$ cat src/rtl/mips_encode.sv
// Symbolic request to 32-bit MIPS word encoder.
// Encoded words are queued in a small FIFO with valid/ready on both sides.
module mips_encode #(
    parameter int DEPTH = 2,
    parameter int CW    = 16
) (
    input  logic          clk,
    input  logic          rst_b,
    input  logic          in_valid,
    output logic          in_ready,
    input  logic [3:0]    in_op,
    input  logic [4:0]    in_rs,
    input  logic [4:0]    in_rt,
    input  logic [4:0]    in_rd,
    input  logic [15:0]   in_imm,
    input  logic [25:0]   in_target,
    output logic          out_valid,
    input  logic          out_ready,
    output logic [31:0]   out_inst,
    output logic [CW-1:0] enc_count
);

    localparam int AW = $clog2(DEPTH);
    localparam logic [AW:0] FULL = (AW + 1)'(DEPTH);

    logic [31:0]   mem [DEPTH];
    logic [AW-1:0] wr_ptr;
    logic [AW-1:0] rd_ptr;
    logic [AW:0]   occ;
    logic          live;
    logic [31:0]   last_q;
    logic [31:0]   word;
    logic [5:0]    funct;
    logic [5:0]    iop;
    logic          push;
    logic          pop;

    // live keeps in_ready low until the first edge after reset release
    assign in_ready  = live && (occ < FULL);
    assign out_valid = (occ != '0);
    assign push      = in_valid && in_ready;
    assign pop       = out_valid && out_ready;
    assign out_inst  = out_valid ? mem[rd_ptr] : last_q;

    always_comb begin
        funct = 6'h20;
        iop   = 6'h08;
        word  = '0;
        unique case (in_op)
            4'd0:  funct = 6'h20;
            4'd1:  funct = 6'h21;
            4'd2:  funct = 6'h22;
            4'd3:  funct = 6'h23;
            4'd4:  funct = 6'h24;
            4'd5:  funct = 6'h25;
            4'd6:  funct = 6'h26;
            4'd7:  funct = 6'h27;
            4'd8:  iop = 6'h08;
            4'd9:  iop = 6'h09;
            4'd10: iop = 6'h0C;
            4'd11: iop = 6'h0D;
            4'd12: iop = 6'h0E;
            4'd13: iop = 6'h0A;
            default: ;
        endcase
        unique case (1'b1)
            !in_op[3]:
                word = {6'h00, in_rs, in_rt, in_rd, 5'd0, funct};
            in_op == 4'd14:
                word = 32'h0000_000C;
            in_op == 4'd15:
                word = {6'h02, in_target};
            default:
                word = {iop, in_rs, in_rt, in_imm};
        endcase
    end

    always_ff @(posedge clk or negedge rst_b) begin
        if (!rst_b) begin
            for (int i = 0; i < DEPTH; i++) mem[i] <= '0;
            wr_ptr    <= '0;
            rd_ptr    <= '0;
            occ       <= '0;
            live      <= 1'b0;
            last_q    <= '0;
            enc_count <= '0;
        end else begin
            live <= 1'b1;
            if (push) begin
                mem[wr_ptr] <= word;
                wr_ptr      <= wr_ptr + AW'(1);
            end
            if (pop) begin
                last_q    <= mem[rd_ptr];
                rd_ptr    <= rd_ptr + AW'(1);
                enc_count <= enc_count + CW'(1);
            end
            unique case ({push, pop})
                2'b10:   occ <= occ + (AW + 1)'(1);
                2'b01:   occ <= occ - (AW + 1)'(1);
                default: occ <= occ;
            endcase
        end
    end

endmodule

$ cat config.mk
export PLATFORM = sky130hd
export DESIGN_NAME = mips_encode
export DESIGN_NICKNAME = d
export VERILOG_FILES = /design/src/rtl/mips_encode.sv
export SDC_FILE = /design/constraint.sdc
export NUM_CORES = 1
export LEC_CHECK = 0
export BUFFER_PORTS_ARGS = -buffer_cell sky130_fd_sc_hd__buf_2
export CAP_MARGIN = 20
export CORE_MARGIN = 5
export CORE_UTILIZATION = 54
export DETAILED_ROUTE_END_ITERATION = 6
export PLACE_DENSITY = 0.85
export SYNTH_ARGS = -nofsm -noshare
export SYNTH_HDL_FRONTEND = slang
export SYNTH_SLANG_ARGS = --single-unit
$ cat constraint.sdc
create_clock -name clk -period 1.6 [get_ports clk]
set_input_delay 0.32 -clock clk [delete_from_list [all_inputs] [get_ports clk]]
set_output_delay 0.32 -clock clk [all_outputs]
set_load 0.05 [all_outputs]
Yosys cells after proc, flatten, opt, wreduce, memory -nomap -nowiden
Cells that the tools add are included.
Word-level totals
  latch bits: 0
  bits in registers: 117
  input port bits: 65
  RAM bits: 0
  ROM bits: 0
  memories kept: 0
Cells by class
  $lt $le $gt $ge: 4
  shifts and indexed selects: 0
  div/mod/pow operators: 0
  equal/unequal tests: 16
  $mul: 0
  $add $sub $neg: 5
  bitwise logic cells: 2
  reduce and logical (&&, ||, !) cells: 7
  mux-type cells: 11
Operators by type and width (number)
  32-bit two-way mux: 5
  32-bit one-hot mux with 3 select lines: 1
  64-bit bitwise mux: 1
  32-bit demux with 1-bit select: 1
  4-bit == test (second input constant): 7
  3-bit one-hot mux with 7 select lines: 1
  16-bit by 1-bit adder with 16-bit output (second input constant): 1
  4-bit by 3-bit == test with 1-bit output (second input constant): 4
  3-bit one-hot mux with 5 select lines: 1
  4-bit by 2-bit == test with 1-bit output (second input constant): 2
  4-bit by 1-bit == test with 1-bit output (second input constant): 1
  2-bit >= comparator (second input constant): 2
  1-bit logical AND: 4
  1-bit NOT with 2-bit output: 2
  2-bit one-hot mux with 2 select lines: 1
  2-bit nonzero test: 2
  1-bit adder (second input constant): 2
  2-bit by 1-bit adder with 2-bit output (second input constant): 1
  2-bit by 1-bit == test with 1-bit output (second input constant): 1
  2-bit == test (second input constant): 1
  2-bit by 1-bit < comparator with 1-bit output (second input constant): 1
  2-bit < comparator (second input constant): 1
  2-bit by 1-bit subtractor with 2-bit output (second input constant): 1
  1-bit logical NOT: 1

Depth between registers and ports, before layout
Gate-level depths: netlist of the first run.
  word-level depth: 6
  gate-level depth with buffers: 7
  depth with buffers taken out: 6

Least setup slack after synthesis of the first run
Ideal clock, no wire load.
  path kind: register to output
  start point: reg occ[0]
  end point: out out_inst[21]
  path slack: -0.637 ns
  arrival time: 1.917 ns
  stages on the path, launching flop included: 5
  required time: 1.280 ns
  cells stage by stage: dfrtp_1 or2_2 clkbuf_1 buf_2 a21oi_1
Between the ends
  word-level cells in the longest chain between the ends: 2
RTL lines
  from (decl): line 29  | logic [AW:0] occ;
  from (signal assigned): line 99  | 2'b10: occ <= occ + (AW + 1)'(1);
  from (signal assigned): line 100  | 2'b01: occ <= occ - (AW + 1)'(1);
  2-bit nonzero test: line 40  | assign out_valid = (occ != '0);
  via out_valid: line 17  | output logic out_valid,
  32-bit two-way mux: line 43  | assign out_inst = out_valid ? mem[rd_ptr] : last_q;
  to (decl): line 19  | output logic [31:0] out_inst,
The timed path passes the listed nets, and every way through them passes these cells.

Final worst setup path of the first run
  start point: reg rd_ptr
  end point: out out_inst[10]
Between the ends
  word-level cells in the longest chain between the ends: 5
RTL lines
  from (decl): line 28  | logic [AW-1:0] rd_ptr;
  from (signal assigned): line 95  | rd_ptr <= rd_ptr + AW'(1);
  1-bit NOT with 2-bit output (not written as such): line 43
  32-bit two-way mux (not written as such) (3 in series): line 43
  32-bit two-way mux: line 43
No other way between the ends. The select of a mux whose other input is x is not followed.

==> run summary, run 1 <==
cts bufs inserted -> 9
FF-to-FF path depth -> 5
largest net degree at the start of global routing -> 62
Die Ht -> 107.8 um
clock power share -> 10.4%
Reg area -> 0.002784 mm2
YS warnings -> 0
share of layout cells above drive strength 1 -> 38.24%
internal power -> 0.008900 W
Pwr Density -> 2420 mW/mm2
Final WS setup -> -414.7 ps
Met2 Wirelength -> 7038 um
DPL Wire Length -> 9052 um
port bufs -> 112
Seq/Total Area, Yosys -> 53.74%
Routed Wire Length -> 13950 um
DR vias/cell -> 5.675
clock slew at reported path FFs -> 110 ps
biggest area consumer among synthesized cells -> dfrtp_1
RR Endpoint -> mem[56]
post-synthesis register bit count -> 111
Hold Startpoint -> in_rs[2]
Syn Area/Cell -> 9.364 um2
Hold Slack -> 249.5 ps
Setup Viol. Count Final -> 31
Syn Inst Count -> 552
Avg WL per Cell -> 17.41 um
top cells by area, synth -> dfrtp_1 (54%), o21ai_0 (8.7%), nand2_1 (7.8%), mux2i_1 (5.8%), a21oi_1 (4.0%)
P&R area growth vs syn -> 38.83%
routability cong. -> 0.7714
commonest non-fill, non-tap cell in the layout -> nand2_1
Placement Rows -> 35
RSZ-0062 raised after global routing -> true
hold path endpoint -> mem[55]
final hold vios -> 0
most frequent cells in the layout -> nand2_1 (107), dfrtp_1 (106), o21ai_0 (89), buf_2 (81), buf_4 (32)
hold path depth -> 3
die boundary width -> 107.8 um
failing checks -> negative setup slack
Detailed Route Iter0 Violations -> 207
outcome -> finished with violations
core area -> 0.009284 mm2
Worst IR Drop VDD -> 1.835 mV
IO Count -> 115
Nets -> 734
1st-pass router iterations -> 6
R2R Path Start -> occ[1]
CP Capture Type -> output pin
Placed Cells incl. Taps -> 782
asr flop ratio synth -> 100.0%
fin cells -> 801
fill count -> 630
CTS root buf -> clkbuf_8
# DRC -> 0
number of H-tree levels -> 3
final worst path period need -> 2015 ps
max-slew violation count -> 0
antenna-violating nets left -> 0
Worst EP required -> 1280 ps
Gate power share -> 61.7%
max-cap violation count -> 0
DIE AREA -> 0.01163 mm2
Worst Path Max Fanout -> 15
reg-to-reg setup timing slack -> 30 ps
Top Layer Used -> met4
Skew-Pair Late Insertion Delay -> 370 ps
global-route wire length before repair -> 22290 um
initial antenna violation count -> 0
footprint of the multi-input gates -> 0.002883 mm2
share of the synthesized area in the top cell type -> 53.74%
hold crit path type -> in -> reg
clock buffer depth -> 2
Metal-1 WL -> 5838 um
CP Data Arrival Time -> 1690 ps
pre-CTS WS -> -55.49 ps
type of origin of the critical path -> flip-flop
fmax -> 496.4 MHz
Post-synth top flop -> dfrtp_1
synthesized area -> 0.005169 mm2
P_leak -> 3.280 nW
Post-Route Skew -> 12.05 ps
gr ovfl total -> 0
global-route usage over all layers -> 24.21%
WL met3 -> 776 um
Post-synth EDFFs -> 0
total net switching power -> 0.008464 W
Initial Util -> 55.67%
vias in the first global route -> 4675
Netlist cell types -> 37
part of the power in registers -> 27.9%
Crit Path Class -> reg -> out
sw frac -> 48.74%
ant diodes -> 0
DR vias -> 4546
CTS tree -> built
Sinks on Clock Net -> 111
post-route clock period utilization -> 125.9%
==> logic make-up after synthesis <==
logic type | count (synthesis) | synth area share (%)
mux | 31 | 6.028
simple gates | 190 | 16.46
fa+ha+maj | 2 | 0.4841
buf+inv | 44 | 3.994
flops | 111 | 53.74
other cells | 2 | 0.1453
xor+xnor | 19 | 3.220
compound gates | 153 | 15.93
==> metrics by stage <==
step,cell area [um2],total power [W],utilization [%],setup TNS [ps]
2_1_floorplan,5588,0.01146,-,-3628
5_1_grt,7176,0.01826,77.29,-12640
3_3_place_gp,6441,0.01353,69.38,-26.86
3_5_place_dp,6441,0.01384,69.38,-232.5
6_report,7176,0.01736,77.29,-10960
4_1_cts,6977,0.01676,75.15,-11040
==> how the worst max path moves through the flow <==
stage | from | endpoint | slack [ps] | cells past startpoint
2_1_floorplan | occ[0] | out_inst[10] | -90 | 4
3_3_place_gp | rd_ptr | out_inst[24] | -20 | 4
3_5_place_dp | rd_ptr | out_inst[19] | -60 | 4
4_1_cts | rd_ptr | out_inst[28] | -400 | 4
5_1_grt | rd_ptr | out_inst[10] | -460 | 4
6_report | rd_ptr | out_inst[10] | -410 | 4
==> critical path: stages (launching register included) <==
cell	delay (ps)
dfrtp_2	440
buf_12	210
mux2i_1	380
a21oi_4	80
buf_4	200
==> flip-flops by register name, summed over array words and instances, names as in the netlist <==
register   flops
wr_ptr         1
mem           60
enc_count     16
rd_ptr         1
last_q        30
live           1
occ            2
==> what timing repair did <==
| action | 4_1_cts | 5_1_grt |
|---|---|---|
| resized for setup | 92 | 39 |
| hold buffers | 1 | 0 |
| endpoints found under the setup margin | 32 | 74 |
| pin swaps | 1 | 1 |
| hold endpoints to repair | 28 | 0 |
| buffers inserted | 0 | 1 |
| cloned | 0 | 1 |
==> synthesized netlist by cell type, types with 5 or more instances <==
cell type	count
a21o_1	7
a21oi_1	41
a221oi_1	5
and3_1	19
buf_2	15
clkbuf_1	19
dfrtp_1	111
mux2i_1	30
nand2_1	107
nand3_1	12
nand4_1	5
nor2_1	34
o21ai_0	90
xnor2_1	17
==> power by group through the flow <==
stage / combinational [W] / sequential (W) / clock, W
2_1_floorplan: 0.00675 / 0.00470 / 0
3_3_place_gp: 0.00902 / 0.00451 / 0
3_5_place_dp: 0.00924 / 0.00460 / 0
4_1_cts: 0.0102 / 0.00472 / 0.00182
5_1_grt: 0.0113 / 0.00499 / 0.00195
6_report: 0.0107 / 0.00485 / 0.00180
==> layer usage <==
metal,GRT usage (%),up-vias
li1,-,2113
met1,31.38,2243
met2,40.59,166
met3,4.079,24
met4,9.468,0
met5,0,-
==> final cells by class <==
type                    instances  share of cell area (%)
multi-input cells             398                   40.17
flip-flops and latches        111                   38.80
repair buffers                144                   15.62
well taps                     129                   2.249
clock buffers                  11                   2.110
clock inverters                 5                  0.8893
inverters                       3                  0.1569
Power figures use the tool's default switching activity.
==> run 2, diff against run 1 <==
--- a/config.mk
+++ b/config.mk
@@ -7,6 +7,7 @@
 export LEC_CHECK = 0
 export BUFFER_PORTS_ARGS = -buffer_cell sky130_fd_sc_hd__buf_2
 export CAP_MARGIN = 20
+export CORE_ASPECT_RATIO = 0.75
 export CORE_MARGIN = 5
 export CORE_UTILIZATION = 54
 export DETAILED_ROUTE_END_ITERATION = 6
==> run 2 against run 1 <==
- the run still ends with negative setup slack left
- register-to-register slack about the same
- utilization increased by 2.1 points
- hold slack improved by 25 ps
- count of clock-buffer cells in the layout unchanged
- critical path depth increased by 1
- highest routed layer is now met5
- total power increased by 2.2%
- final cell count increased by 1.4%
- largest power group unchanged
==> run summary, run 2 (synthesis results as in run 1) <==
outcome -> finished with violations
failing checks -> negative setup slack
critical path depth -> 5
vias in the first global route -> 4553
hold path endpoint -> mem[19]
Routed Wire Length -> 14410 um
CP Cell Sequence -> buf_12 > mux2i_2 > buf_4 > a21oi_4 > buf_4
DPL Wire Length -> 9448 um
core area -> 0.009196 mm2
Setup Viol. Count Final -> 31
initial antenna violation count -> 1
Die Ht -> 94.73 um
clock slew at reported path FFs -> 70 ps
IO Count -> 115
global-route wire length before repair -> 22510 um
cts bufs inserted -> 9
RSZ-0062 raised after global routing -> true
CP Data Arrival Time -> 1650 ps
Pwr Density -> 2432 mW/mm2
largest net degree at the start of global routing -> 62
Worst EP required -> 1280 ps
Initial Util -> 56.20%
sw frac -> 47.69%
total net switching power -> 0.008462 W
P_leak -> 3.371 nW
max-slew violation count -> 0
part of the power in registers -> 27.3%
R2R Path Start -> occ[1]
global-route usage over all layers -> 24.89%
Most flops, register -> mem
Nets -> 745
post-route clock period utilization -> 123.3%
Crit Path Class -> reg -> out
# DRC -> 0
CTS root buf -> clkbuf_16
dpl cell area -> 0.006518 mm2
die boundary width -> 123.0 um
Power, Total -> 0.01774 W
Sinks on Clock Net -> 111
Post-Route Skew -> 6.885 ps
P&R area growth vs syn -> 41.18%
internal power -> 0.009283 W
type of origin of the critical path -> flip-flop
Placed Cells incl. Taps -> 796
final hold vios -> 0
RR Endpoint -> mem[60]
number of H-tree levels -> 3
share of layout cells above drive strength 1 -> 38.80%
Skew-Pair Late Insertion Delay -> 350 ps
fmax -> 506.7 MHz
DR vias/cell -> 5.642
most frequent cells in the layout -> nand2_1 (107), dfrtp_1 (106), o21ai_0 (90), buf_2 (80), buf_4 (44)
hold crit path type -> in -> reg
Avg WL per Cell -> 17.75 um
post-route cell area -> 0.007297 mm2
CP Capture Type -> output pin
Worst IR Drop VDD -> 2.529 mV
leading registers by flop count -> mem: 60 flops, last_q: 30 flops, enc_count: 16 flops
Final WS setup -> -373.5 ps
clock power share -> 12.8%
1st-pass router iterations -> 4
Gate power share -> 60.0%
FF-to-FF path depth -> 6
CTS tree -> built
Placement Rows -> 30
DIE AREA -> 0.01165 mm2
max-cap violation count -> 0
CP delay by family, top -> buffers and inverters
Hold Startpoint -> in_rt[3]
most used cell along the critical path -> buf_4
max incr delay on CP -> 450 ps
DR vias -> 4581
routability cong. -> 0.7827
worst path buffer plus inverter count -> 3
hold path depth -> 3
Detailed Route Iter0 Violations -> 354
fin cells -> 812
fin util -> 79.35%
Worst path slowest cell -> dfrtp_2
commonest non-fill, non-tap cell in the layout -> nand2_1
Largest register FFs -> 60
antenna-violating nets left -> 0
Worst Path Max Fanout -> 13
final worst path period need -> 1974 ps
port bufs -> 112
reg-to-reg setup timing slack -> 20 ps
clock buffer depth -> 2
gr ovfl total -> 0
## run 2: changes by cell type in the layout (fill, tap and decap cells not counted), sizes merged
| cell | previous run | this run |
|---|---|---|
| buf | 140 | 153 |
| diode | 0 | 1 |
| inv | 5 | 3 |
| clkinv | 1 | 4 |
| clkbuf | 14 | 12 |
| clkinvlp | 1 | 0 |
## run 2: worst max-delay path by stage
stage | slack (ps) | endpoint | start
after floorplan | -90 | out_inst[10] | occ[0]
after global placement | -60 | out_inst[19] | rd_ptr
after detailed placement | -60 | out_inst[19] | rd_ptr
after CTS | -360 | out_inst[11] | rd_ptr
after global routing | -420 | out_inst[12] | occ[0]
final | -370 | out_inst[11] | rd_ptr
## run 2: power groups by stage
| stage | Clock, W | Combinational, W | Sequential (W) |
|---|---|---|---|
| finish | 0.00226 | 0.0106 | 0.00484 |
| detailed placement | 0 | 0.00920 | 0.00461 |
| CTS | 0.00228 | 0.0104 | 0.00474 |
| global placement | 0 | 0.00897 | 0.00452 |
| floorplan | 0 | 0.00675 | 0.00470 |
| global route | 0.00240 | 0.0113 | 0.00496 |
## run 2: layout make-up
class / count / area (um2)
Antenna cell: 1 / 2.502
Sequential cell: 111 / 2784
Clock inverter: 5 / 57.56
Tap cell: 128 / 160.2
Fill cell: 588 / 1899
Inverter: 3 / 11.26
Clock buffer: 11 / 242.7
Timing Repair Buffer: 155 / 1180
Multi-Input combinational cell: 398 / 2859
## run 2: through the flow
step                setup TNS (ps)  setup slack (ps)  hold WS (ps)
CTS                          -9724            -362.5         247.5
detailed placement          -480.2            -62.31         277.3
global route                -11360            -415.3         266.5
finish                       -9970            -373.5         274.5
global placement            -115.6            -59.26         268.2
floorplan                    -3628            -86.18         24.41
## run 2: what timing repair did
action / CTS / global route
endpoints found under the setup margin: 32 / 47
gates resized for setup: 107 / 23
pin swaps: 0 / 2
cloned: 0 / 1
hold endpoints to repair: 25 / 0
hold buffers: 1 / 0
setup buffers: 0 / 1
## run 2: per-layer routing
layer | up-vias | share of wire [%] | global-route usage (%)
met5 | - | 0.049 | 0
met4 | 2 | 1.6 | 5.714
met3 | 23 | 6.2 | 6.946
met2 | 167 | 50 | 41.43
met1 | 2257 | 42 | 32.74
li1 | 2132 | - | -
## run 2: worst reg2reg max path: stages (launching register included)
cell and delay, ps:
dfrtp_1 390, buf_4 180, nand3b_4 190, or2_4 280, buf_12 180, nand2_1 110
o21ai_0 120
